### src/rtl/l2_promotion_ctrl_pkg.sv
// Shared L2 configuration: FSM encoding, default geometry and address-split helpers.
package l2_promotion_ctrl_pkg;

  localparam int L2_NUM_SETS = 64;

  typedef enum logic [2:0] {
    ST_IDLE    = 3'd0,
    ST_LOOKUP  = 3'd1,
    ST_MEM_REQ = 3'd2,
    ST_FILL    = 3'd3,
    ST_PROMOTE = 3'd4
  } l2_state_e;

  function automatic int compute_index_bits(input int num_sets);
    return $clog2(num_sets);
  endfunction

  function automatic int compute_tag_bits(input int addr_w, input int num_sets);
    return addr_w - $clog2(num_sets);
  endfunction

endpackage

### src/rtl/l2_promotion_ctrl_tag_store.sv
// Direct-mapped L2 line store: valid/tag/data arrays, registered read port, one write port,
// flush-all and asynchronous valid clear.
module l2_promotion_ctrl_tag_store #(
  parameter int INDEX_BITS = 6,
  parameter int TAG_BITS   = 5,
  parameter int DATA_W     = 32
) (
  input  logic                  clk,
  input  logic                  rst_n,
  input  logic                  flush,
  input  logic                  rd_en,
  input  logic [INDEX_BITS-1:0] rd_index,
  output logic                  rd_valid,
  output logic [TAG_BITS-1:0]   rd_tag,
  output logic [DATA_W-1:0]     rd_data,
  input  logic                  wr_en,
  input  logic [INDEX_BITS-1:0] wr_index,
  input  logic [TAG_BITS-1:0]   wr_tag,
  input  logic [DATA_W-1:0]     wr_data
);

  localparam int NUM_SETS = 1 << INDEX_BITS;

  logic [NUM_SETS-1:0] valid;
  logic [TAG_BITS-1:0] tags  [NUM_SETS];
  logic [DATA_W-1:0]   words [NUM_SETS];

  always_ff @(posedge clk or negedge rst_n) begin
    if (!rst_n) begin
      valid <= '0;
    end else if (flush) begin
      valid <= '0;
    end else if (wr_en) begin
      valid[wr_index] <= 1'b1;
    end
  end

  always_ff @(posedge clk) begin
    if (wr_en) begin
      tags[wr_index]  <= wr_tag;
      words[wr_index] <= wr_data;
    end
  end

  // Read stage: the looked-up line is presented one cycle after rd_en.
  always_ff @(posedge clk or negedge rst_n) begin
    if (!rst_n) begin
      rd_valid <= 1'b0;
    end else if (rd_en) begin
      rd_valid <= valid[rd_index];
    end
  end

  always_ff @(posedge clk) begin
    if (rd_en) begin
      rd_tag  <= tags[rd_index];
      rd_data <= words[rd_index];
    end
  end

endmodule

### src/rtl/l2_promotion_ctrl.sv
// L2 responder for L1 misses: direct-mapped lookup, memory fetch and fill on miss,
// one-cycle promotion pulse back to L1, saturating hit/miss statistics.
module l2_promotion_ctrl
  import l2_promotion_ctrl_pkg::*;
#(
  parameter int ADDR_W   = 11,
  parameter int DATA_W   = 32,
  parameter int NUM_SETS = L2_NUM_SETS,
  parameter int CNT_W    = 16
) (
  input  logic              clk,
  input  logic              rst_n,
  input  logic              req_valid,
  input  logic [ADDR_W-1:0] req_addr,
  output logic              busy,
  input  logic              flush,
  output logic              promote_data,
  output logic [DATA_W-1:0] promotion_data,
  output logic [ADDR_W-1:0] promote_addr,
  output logic              mem_req,
  output logic [ADDR_W-1:0] mem_addr,
  input  logic              mem_ack,
  input  logic [DATA_W-1:0] mem_rdata,
  output logic [CNT_W-1:0]  l2_hit_cnt,
  output logic [CNT_W-1:0]  l2_miss_cnt
);

  localparam int INDEX_BITS = compute_index_bits(NUM_SETS);
  localparam int TAG_BITS   = compute_tag_bits(ADDR_W, NUM_SETS);

  function automatic logic [CNT_W-1:0] sat_inc(input logic [CNT_W-1:0] v);
    return (&v) ? v : v + 1'b1;
  endfunction

  l2_state_e state, state_next;

  logic [ADDR_W-1:0]   addr_q;
  logic [DATA_W-1:0]   word_q;
  logic [TAG_BITS-1:0] addr_tag;
  logic                rd_valid;
  logic [TAG_BITS-1:0] rd_tag;
  logic [DATA_W-1:0]   rd_data;
  logic                lookup_hit;
  logic                flush_en;

  assign addr_tag   = addr_q[ADDR_W-1:INDEX_BITS];
  assign lookup_hit = rd_valid && (rd_tag == addr_tag);
  assign flush_en   = (state == ST_IDLE) && !req_valid && flush;

  assign busy         = (state != ST_IDLE);
  assign promote_data = (state == ST_PROMOTE);
  assign mem_req      = (state == ST_MEM_REQ);

  // The read is issued straight from req_addr so the line is ready during LOOKUP.
  l2_promotion_ctrl_tag_store #(
    .INDEX_BITS (INDEX_BITS),
    .TAG_BITS   (TAG_BITS),
    .DATA_W     (DATA_W)
  ) u_store (
    .clk      (clk),
    .rst_n    (rst_n),
    .flush    (flush_en),
    .rd_en    (state == ST_IDLE),
    .rd_index (req_addr[INDEX_BITS-1:0]),
    .rd_valid (rd_valid),
    .rd_tag   (rd_tag),
    .rd_data  (rd_data),
    .wr_en    (state == ST_FILL),
    .wr_index (addr_q[INDEX_BITS-1:0]),
    .wr_tag   (addr_tag),
    .wr_data  (word_q)
  );

  always_ff @(posedge clk or negedge rst_n) begin
    if (!rst_n) begin
      state <= ST_IDLE;
    end else begin
      state <= state_next;
    end
  end

  // Hits also pass through FILL: rewriting a line with its own contents is a no-op and
  // gives hits their two-cycle promotion latency while sharing the FILL->PROMOTE path.
  always_comb begin
    state_next = state;
    case (state)
      ST_IDLE:    if (req_valid) state_next = ST_LOOKUP;
      ST_LOOKUP:  state_next = lookup_hit ? ST_FILL : ST_MEM_REQ;
      ST_MEM_REQ: if (mem_ack) state_next = ST_FILL;
      ST_FILL:    state_next = ST_PROMOTE;
      ST_PROMOTE: state_next = ST_IDLE;
      default:    state_next = ST_IDLE;
    endcase
  end

  always_ff @(posedge clk) begin
    if (state == ST_IDLE && req_valid) begin
      addr_q <= req_addr;
    end
    if (state == ST_LOOKUP && lookup_hit) begin
      word_q <= rd_data;
    end else if (state == ST_MEM_REQ && mem_ack) begin
      word_q <= mem_rdata;
    end
  end

  always_ff @(posedge clk or negedge rst_n) begin
    if (!rst_n) begin
      mem_addr       <= '0;
      promotion_data <= '0;
      promote_addr   <= '0;
      l2_hit_cnt     <= '0;
      l2_miss_cnt    <= '0;
    end else begin
      if (state == ST_LOOKUP) begin
        if (lookup_hit) begin
          l2_hit_cnt <= sat_inc(l2_hit_cnt);
        end else begin
          l2_miss_cnt <= sat_inc(l2_miss_cnt);
          mem_addr    <= addr_q;
        end
      end
      if (state == ST_FILL) begin
        promotion_data <= word_q;
        promote_addr   <= addr_q;
      end
    end
  end

endmodule

### config.mk
export PLATFORM = sky130hd
export DESIGN_NAME = l2_promotion_ctrl
export DESIGN_NICKNAME = d
export VERILOG_FILES = /design/src/rtl/l2_promotion_ctrl_pkg.sv /design/src/rtl/l2_promotion_ctrl_tag_store.sv /design/src/rtl/l2_promotion_ctrl.sv
export SDC_FILE = /design/constraint.sdc
export NUM_CORES = 2
export LEC_CHECK = 0
export CELL_PAD_IN_SITES_DETAIL_PLACEMENT = 0
export CELL_PAD_IN_SITES_GLOBAL_PLACEMENT = 1
export CORE_ASPECT_RATIO = 0.5
export CORE_MARGIN = 10
export CORE_UTILIZATION = 30
export DETAILED_ROUTE_END_ITERATION = 10
export GPL_TIMING_DRIVEN = 0
export PLACE_DENSITY = 0.52
export SKIP_LAST_GASP = 1
export SLEW_MARGIN = 40
export SYNTH_ARGS = -nofsm -noshare
export SYNTH_HDL_FRONTEND = slang
export SYNTH_HIERARCHICAL = 1
export SYNTH_SLANG_ARGS = --single-unit
### constraint.sdc
create_clock -name clk -period 7.4 [get_ports clk]
set_input_delay 1.48 -clock clk [delete_from_list [all_inputs] [get_ports clk]]
set_output_delay 1.48 -clock clk [all_outputs]
set_load 0.005 [all_outputs]
### Word level (Yosys, flattened, before mapping)

Memory sizes are Yosys's and may differ from the RTL's. A register that Yosys moved wholly into a read port is not among the register bits.
Index checks and enable logic that the tools add are counted.

| word-level totals | value |
|---|---|
| input port bits | 48 |
| bits in latches | 0 |
| memory bits (writable) | 2368 |
| ROM bits | 0 |
| logic and storage cells | 60 |
| output and inout port bits | 89 |
| register bits | 197 |
| memories | 2 |

| cells by class | value |
|---|---|
| div/mod/pow operators | 0 |
| bitwise logic cells | 4 |
| eq/ne operators | 7 |
| $lt $le $gt $ge | 3 |
| add/subtract/negate cells | 2 |
| shift-type cells | 0 |
| muxes and demuxes | 14 |
| reductions and logical operators | 18 |
| multiply operators | 0 |

Memories:

| name | depth | width | read ports | clocked after Yosys merged registers in | wr ports | RTL line | text |
|---|---|---|---|---|---|---|---|
| u_store.words | 64 | 32 | 1 | 1 | 1 | l2_promotion_ctrl_tag_store.sv:26 | `logic [DATA_W-1:0] words [NUM_SETS];` |
| u_store.tags | 64 | 5 | 1 | 1 | 1 | l2_promotion_ctrl_tag_store.sv:25 | `logic [TAG_BITS-1:0] tags [NUM_SETS];` |

Operators by type and width:

| kind | count |
|---|---|
| 2-to-1 mux 64 bit | 2 |
| 2-to-1 mux 32 bit | 2 |
| bitwise OR 64 bit | 1 |
| adder 16 x 1 -> 16 bit (second input constant) | 2 |
| AND reduction 16 bit | 2 |
| < comparator 6 x 7 -> 1 bit (second input constant) | 2 |
| one-hot mux 3 bit (4 select lines) | 1 |
| logical AND 1 bit | 7 |
| binary-select mux 1 bit (select 6 bit) | 1 |
| demux 1 bit (select 6 bit) | 1 |
| equality test 3 x 2 -> 1 bit (second input constant) | 2 |
| greater-or-equal comparator 6 x 1 -> 1 bit (second input constant) | 1 |
| 2-to-1 mux 3 bit | 2 |
| AND reduction 3 bit | 2 |
| equality test 5 bit | 1 |
| 2-to-1 mux 1 bit | 5 |
| AND reduction 2 bit | 2 |
| nonzero test 2 bit | 2 |
| equality test 3 x 1 -> 1 bit (second input constant) | 1 |
| equality test 3 bit (second input constant) | 1 |
| zero test 3 bit | 1 |
| NOT 1 bit | 3 |
| nonzero test 3 bit | 1 |
| inequality test 2 x 1 -> 1 bit (second input constant) | 1 |
| 2 further kinds | 2 |

### Longest topological paths before layout

| depth | value |
|---|---|
| depth after elaboration | 7 |
| depth in mapped cells | 9 |
| depth with buffers taken out | 7 |

### Cells and area by module

The synthesis kept the hierarchy.

By module, submodules not included:

| module | area each (um^2) | times used | cells an instance |
|---|---|---|---|
| l2_promotion_ctrl_tag_store | 93634.8 | 1 | 3827 |
| l2_promotion_ctrl | 5565.3 | 1 | 458 |

### Worst setup path before layout

Ideal clock, no wire load.

| timing | value |
|---|---|
| path kind | flip-flop to flip-flop |
| start point | register state[1] |
| end point | memory u_store.tags[30][0], enable pin |
| stages on the path, launching flop included | 8 |
| required time | 6.967 ns |
| buffers on the path | 2 |
| setup slack | 3.553 ns |
| period minus slack after synthesis | 3.847 ns |
| library setup time | 0.433 ns |
| data arrival time | 3.414 ns |
| cells stage by stage | dfrtp_1 clkbuf_1 nand3b_1 clkinv_1 clkbuf_1 nor2b_1 nand3_1 nor2_1 |

| between the ends | value |
|---|---|
| cells in the longest elaborated chain, start to end | 3 |

RTL lines:

| what | RTL line | text |
|---|---|---|
| from (decl) | l2_promotion_ctrl.sv:35 | `l2_state_e state, state_next;` |
| from (signal assigned) | l2_promotion_ctrl.sv:78 | `state <= state_next;` |
| equality test 3 x 2 -> 1 bit | l2_promotion_ctrl.sv:68 | `.wr_en (state == ST_FILL),` |
| 2-to-1 mux 1 bit | l2_promotion_ctrl_tag_store.sv:39 | `if (wr_en) begin` |
| 2-to-1 mux 1 bit (implied by the code) | l2_promotion_ctrl_tag_store.sv:40 | `tags[wr_index] <= wr_tag;` |
| to (decl) | l2_promotion_ctrl_tag_store.sv:25 |  |

Every way passes these cells.

==> results.toml <==
[setup_path]
cp_max_fo = 12
crit_type = "input port to register"
cp.arrival_ps = 5860
r2r_start = "state[2]$_DFFE_PN0P_"
start_kind = "input port"
endpoint_kind = "register"
reg2regPathDepth = 9
cp.required_ps = 7890
r2r_end = "u_store/words[18][4]$_DFFE_PP_"
reg2reg_slack_ps = 2970

[route]
drt_iter0_markers = 6378
drc = 0
wl_met2_mm = 146
vias = 49791
wl_mm = 313
wl_per_cell_um = 32.4
viasPerCell = 5.15
top_layer = "met5"
dr.pass1.iters = 6
ant_nets = 0
dr_wl_met3_mm = 22.7
wl_met1_mm = 134

[timing]
finalHoldViolCount = 0
drv_slew = 0
fin_crit_sh_pct = 72.5
slew_headroom_pct = 39.5
worst_clock_skew_ps = 27.3
fmax_mhz = 186
setup_viol = 0
tightest_slew_ps = 908
rsz0062_at_grt = "false"
final.min_clock_period_ps = 5360

[synthesis]
ys_seq_area_share_pct = 78.0
yosys_most_used_dff = "edfxtp_1"
mappedNetlistNets = 4335
synth_edf_count = 2448
synth_area_leaders = "edfxtp_1 (74%), mux4_2 (17%), dfrtp_1 (3.9%)"
ys_types = 53
yosys.area.top_type = "edfxtp_1"
yosysWarnings = 6
synth_top_cell_area_share_pct = 74.1
synthArstFlopShare_pct = 5.92
syn_inst = 4285
synth_seq_cells = 2602
avgSynthCellArea_um2 = 23.2
netlist_area_mm2 = 0.0992

[pwr]
leakagePower_nw = 39.1
power_density_mw_per_mm2 = 281
vdd_drop_max_v = 0.000167

[clock_tree]
cts.sinks = 2602
clockBufferDepth = 4
cts_tree = "done"
ctsHoldBuffers = 0
insertion_delay_ps = 850
clockRootBuffer = "clkbuf_16"
postCtsResizedCells = 0
h-tree-depth = 5
post_cts.repair.setup_buffers = 0
cts.clk_slew.worst_paths_ps = 60
numCtsBuffers = 272

[floorplanning]
fp.dieArea_mm2 = 0.355
core_area_mm2 = 0.329
fp.dieW_um = 833
io_pins = 137
start_util_pct = 30.1
rows = 149
fp.dieH_um = 427

[global_routing]
grt_max_degree = 74
grtUsageTotal_pct = 17.2
grt_pass1_vias = 51124
grt_overflow = 0
antenna_found_initial = 14
grt_pass1_wl_mm = 427

[placement]
placedCellCount = 9187
hpwl_mm = 228
port_buffers = 136
routabilityCongestion = 0.802

[finish]
area_delta_synth_final_pct = 22.9
nNetsFinal = 5137
final_util_pct = 37.0
drive_above_1_share_pct = 33.9
instances_no_fill = 9666

[status]
status = "completed"

[worst_hold_path]
min_path_type = "input port to asynchronous set/reset pin"

[job]
drv_cap = 0
## logic make-up after synthesis
kind of cell,count (synthesis),share of synthesized area (%)
muxes,818,17.7
adders and majority gates,2,0.0252
DFF,2602,78.0
xor gates and xnor gates,32,0.283
buffers and inverters,226,1.05
and+or+nand+nor,502,2.22
AOI/OAI and AO/OA,103,0.745
## layer usage
layer  up-vias  global-route usage, %
met5         -                      0
met3       430                   3.42
li1      19705                      -
met4         4                   5.14
met2      2046                   27.4
met1     27606                   23.9
## through the flow
stage	setup WS [ps]	power [mW]	hold WS [ps]	cell area, µm²	setup TNS [ps]
after floorplan	3550	19.1	458	99200	0
final	2040	34.2	425	122000	0
after detailed placement	1260	21.3	470	113000	0
after global placement	-1360	20.8	473	106000	-448320
after CTS	2190	34.5	358	122000	0
after global routing	2100	35.3	386	122000	0
## area by class of cell
class / instances / area [µm²]
Fill cell: 29536 / 207000
Sequential cell: 2602 / 77400
Buffer: 219 / 1090
Clock buffer: 355 / 7440
Timing Repair Buffer: 528 / 8230
Tap cell: 4379 / 5480
Inverter: 7 / 28.8
Clock inverter: 114 / 981
Antenna cell: 5 / 12.5
Multi-Input combinational cell: 1457 / 21300
## cells in the mapped netlist (8+ instances only)
cell	number
o22ai_1	8
a211oi_1	11
clkbuf_1	96
a22oi_1	60
buf_4	9
nor2_1	213
a21oi_1	10
edfxtp_1	2448
mux2i_1	24
nand2_1	188
xor2_1	10
nand4_1	10
nor2b_1	10
buf_1	14
mux2_2	51
dfrtp_1	154
xnor2_1	22
mux4_2	742
buf_2	94
nand3_1	28
## cell usage in the layout, fill, tap and decap left out, types with 117 or more instances in the layout
master / instances
edfxtp_1: 2448
mux4_2: 742
clkbuf_16: 285
nand2_1: 188
dfrtp_1: 154
nor2_1: 148
clkdlybuf4s50_1: 135
buf_8: 131
buf_16: 124
buf_6: 123
clkbuf_1: 117
## sequential cells by signal, indices dropped and copies added (netlist names), 16 cells and up
| signal | count |
|---|---|
| l2_miss_cnt | 16 |
| word_q | 32 |
| u_store/words | 2048 |
| u_store/tags | 320 |
| u_store/valid | 64 |
| promotion_data | 32 |
| l2_hit_cnt | 16 |
| u_store/rd_data | 32 |
## power by group
group / total (mW) / switching (mW) / internal (mW)
registers: 17.4 / 0.327 / 17.1
clock network: 13.3 / 5.58 / 7.70
logic: 3.57 / 2.21 / 1.36
## worst max-delay path: stages
cell and delay, ps:
clkdlybuf4s50_1 500, buf_2 540, clkbuf_2 660, clkbuf_1 600, mux4_2 410, mux4_2 530
a22oi_1 710, nand2_1 390
## worst max-delay path by stage
stage                                     from                             to  slack, ps
final                              req_addr[2]   u_store/rd_data[1]$_DFFE_PP_       2040
after global routing               req_addr[2]   u_store/rd_data[1]$_DFFE_PP_       2100
after CTS                          req_addr[2]   u_store/rd_data[1]$_DFFE_PP_       2190
after detailed placement           req_addr[2]   u_store/rd_data[1]$_DFFE_PP_       1260
after global placement                   rst_n  u_store/valid[30]$_DFFE_PN0P_      -1360
after floorplan           state[1]$_DFFE_PN0P_  u_store/tags[30][0]$_DFFE_PP_       3550
Note: power is estimated with default switching activity, not from simulation.
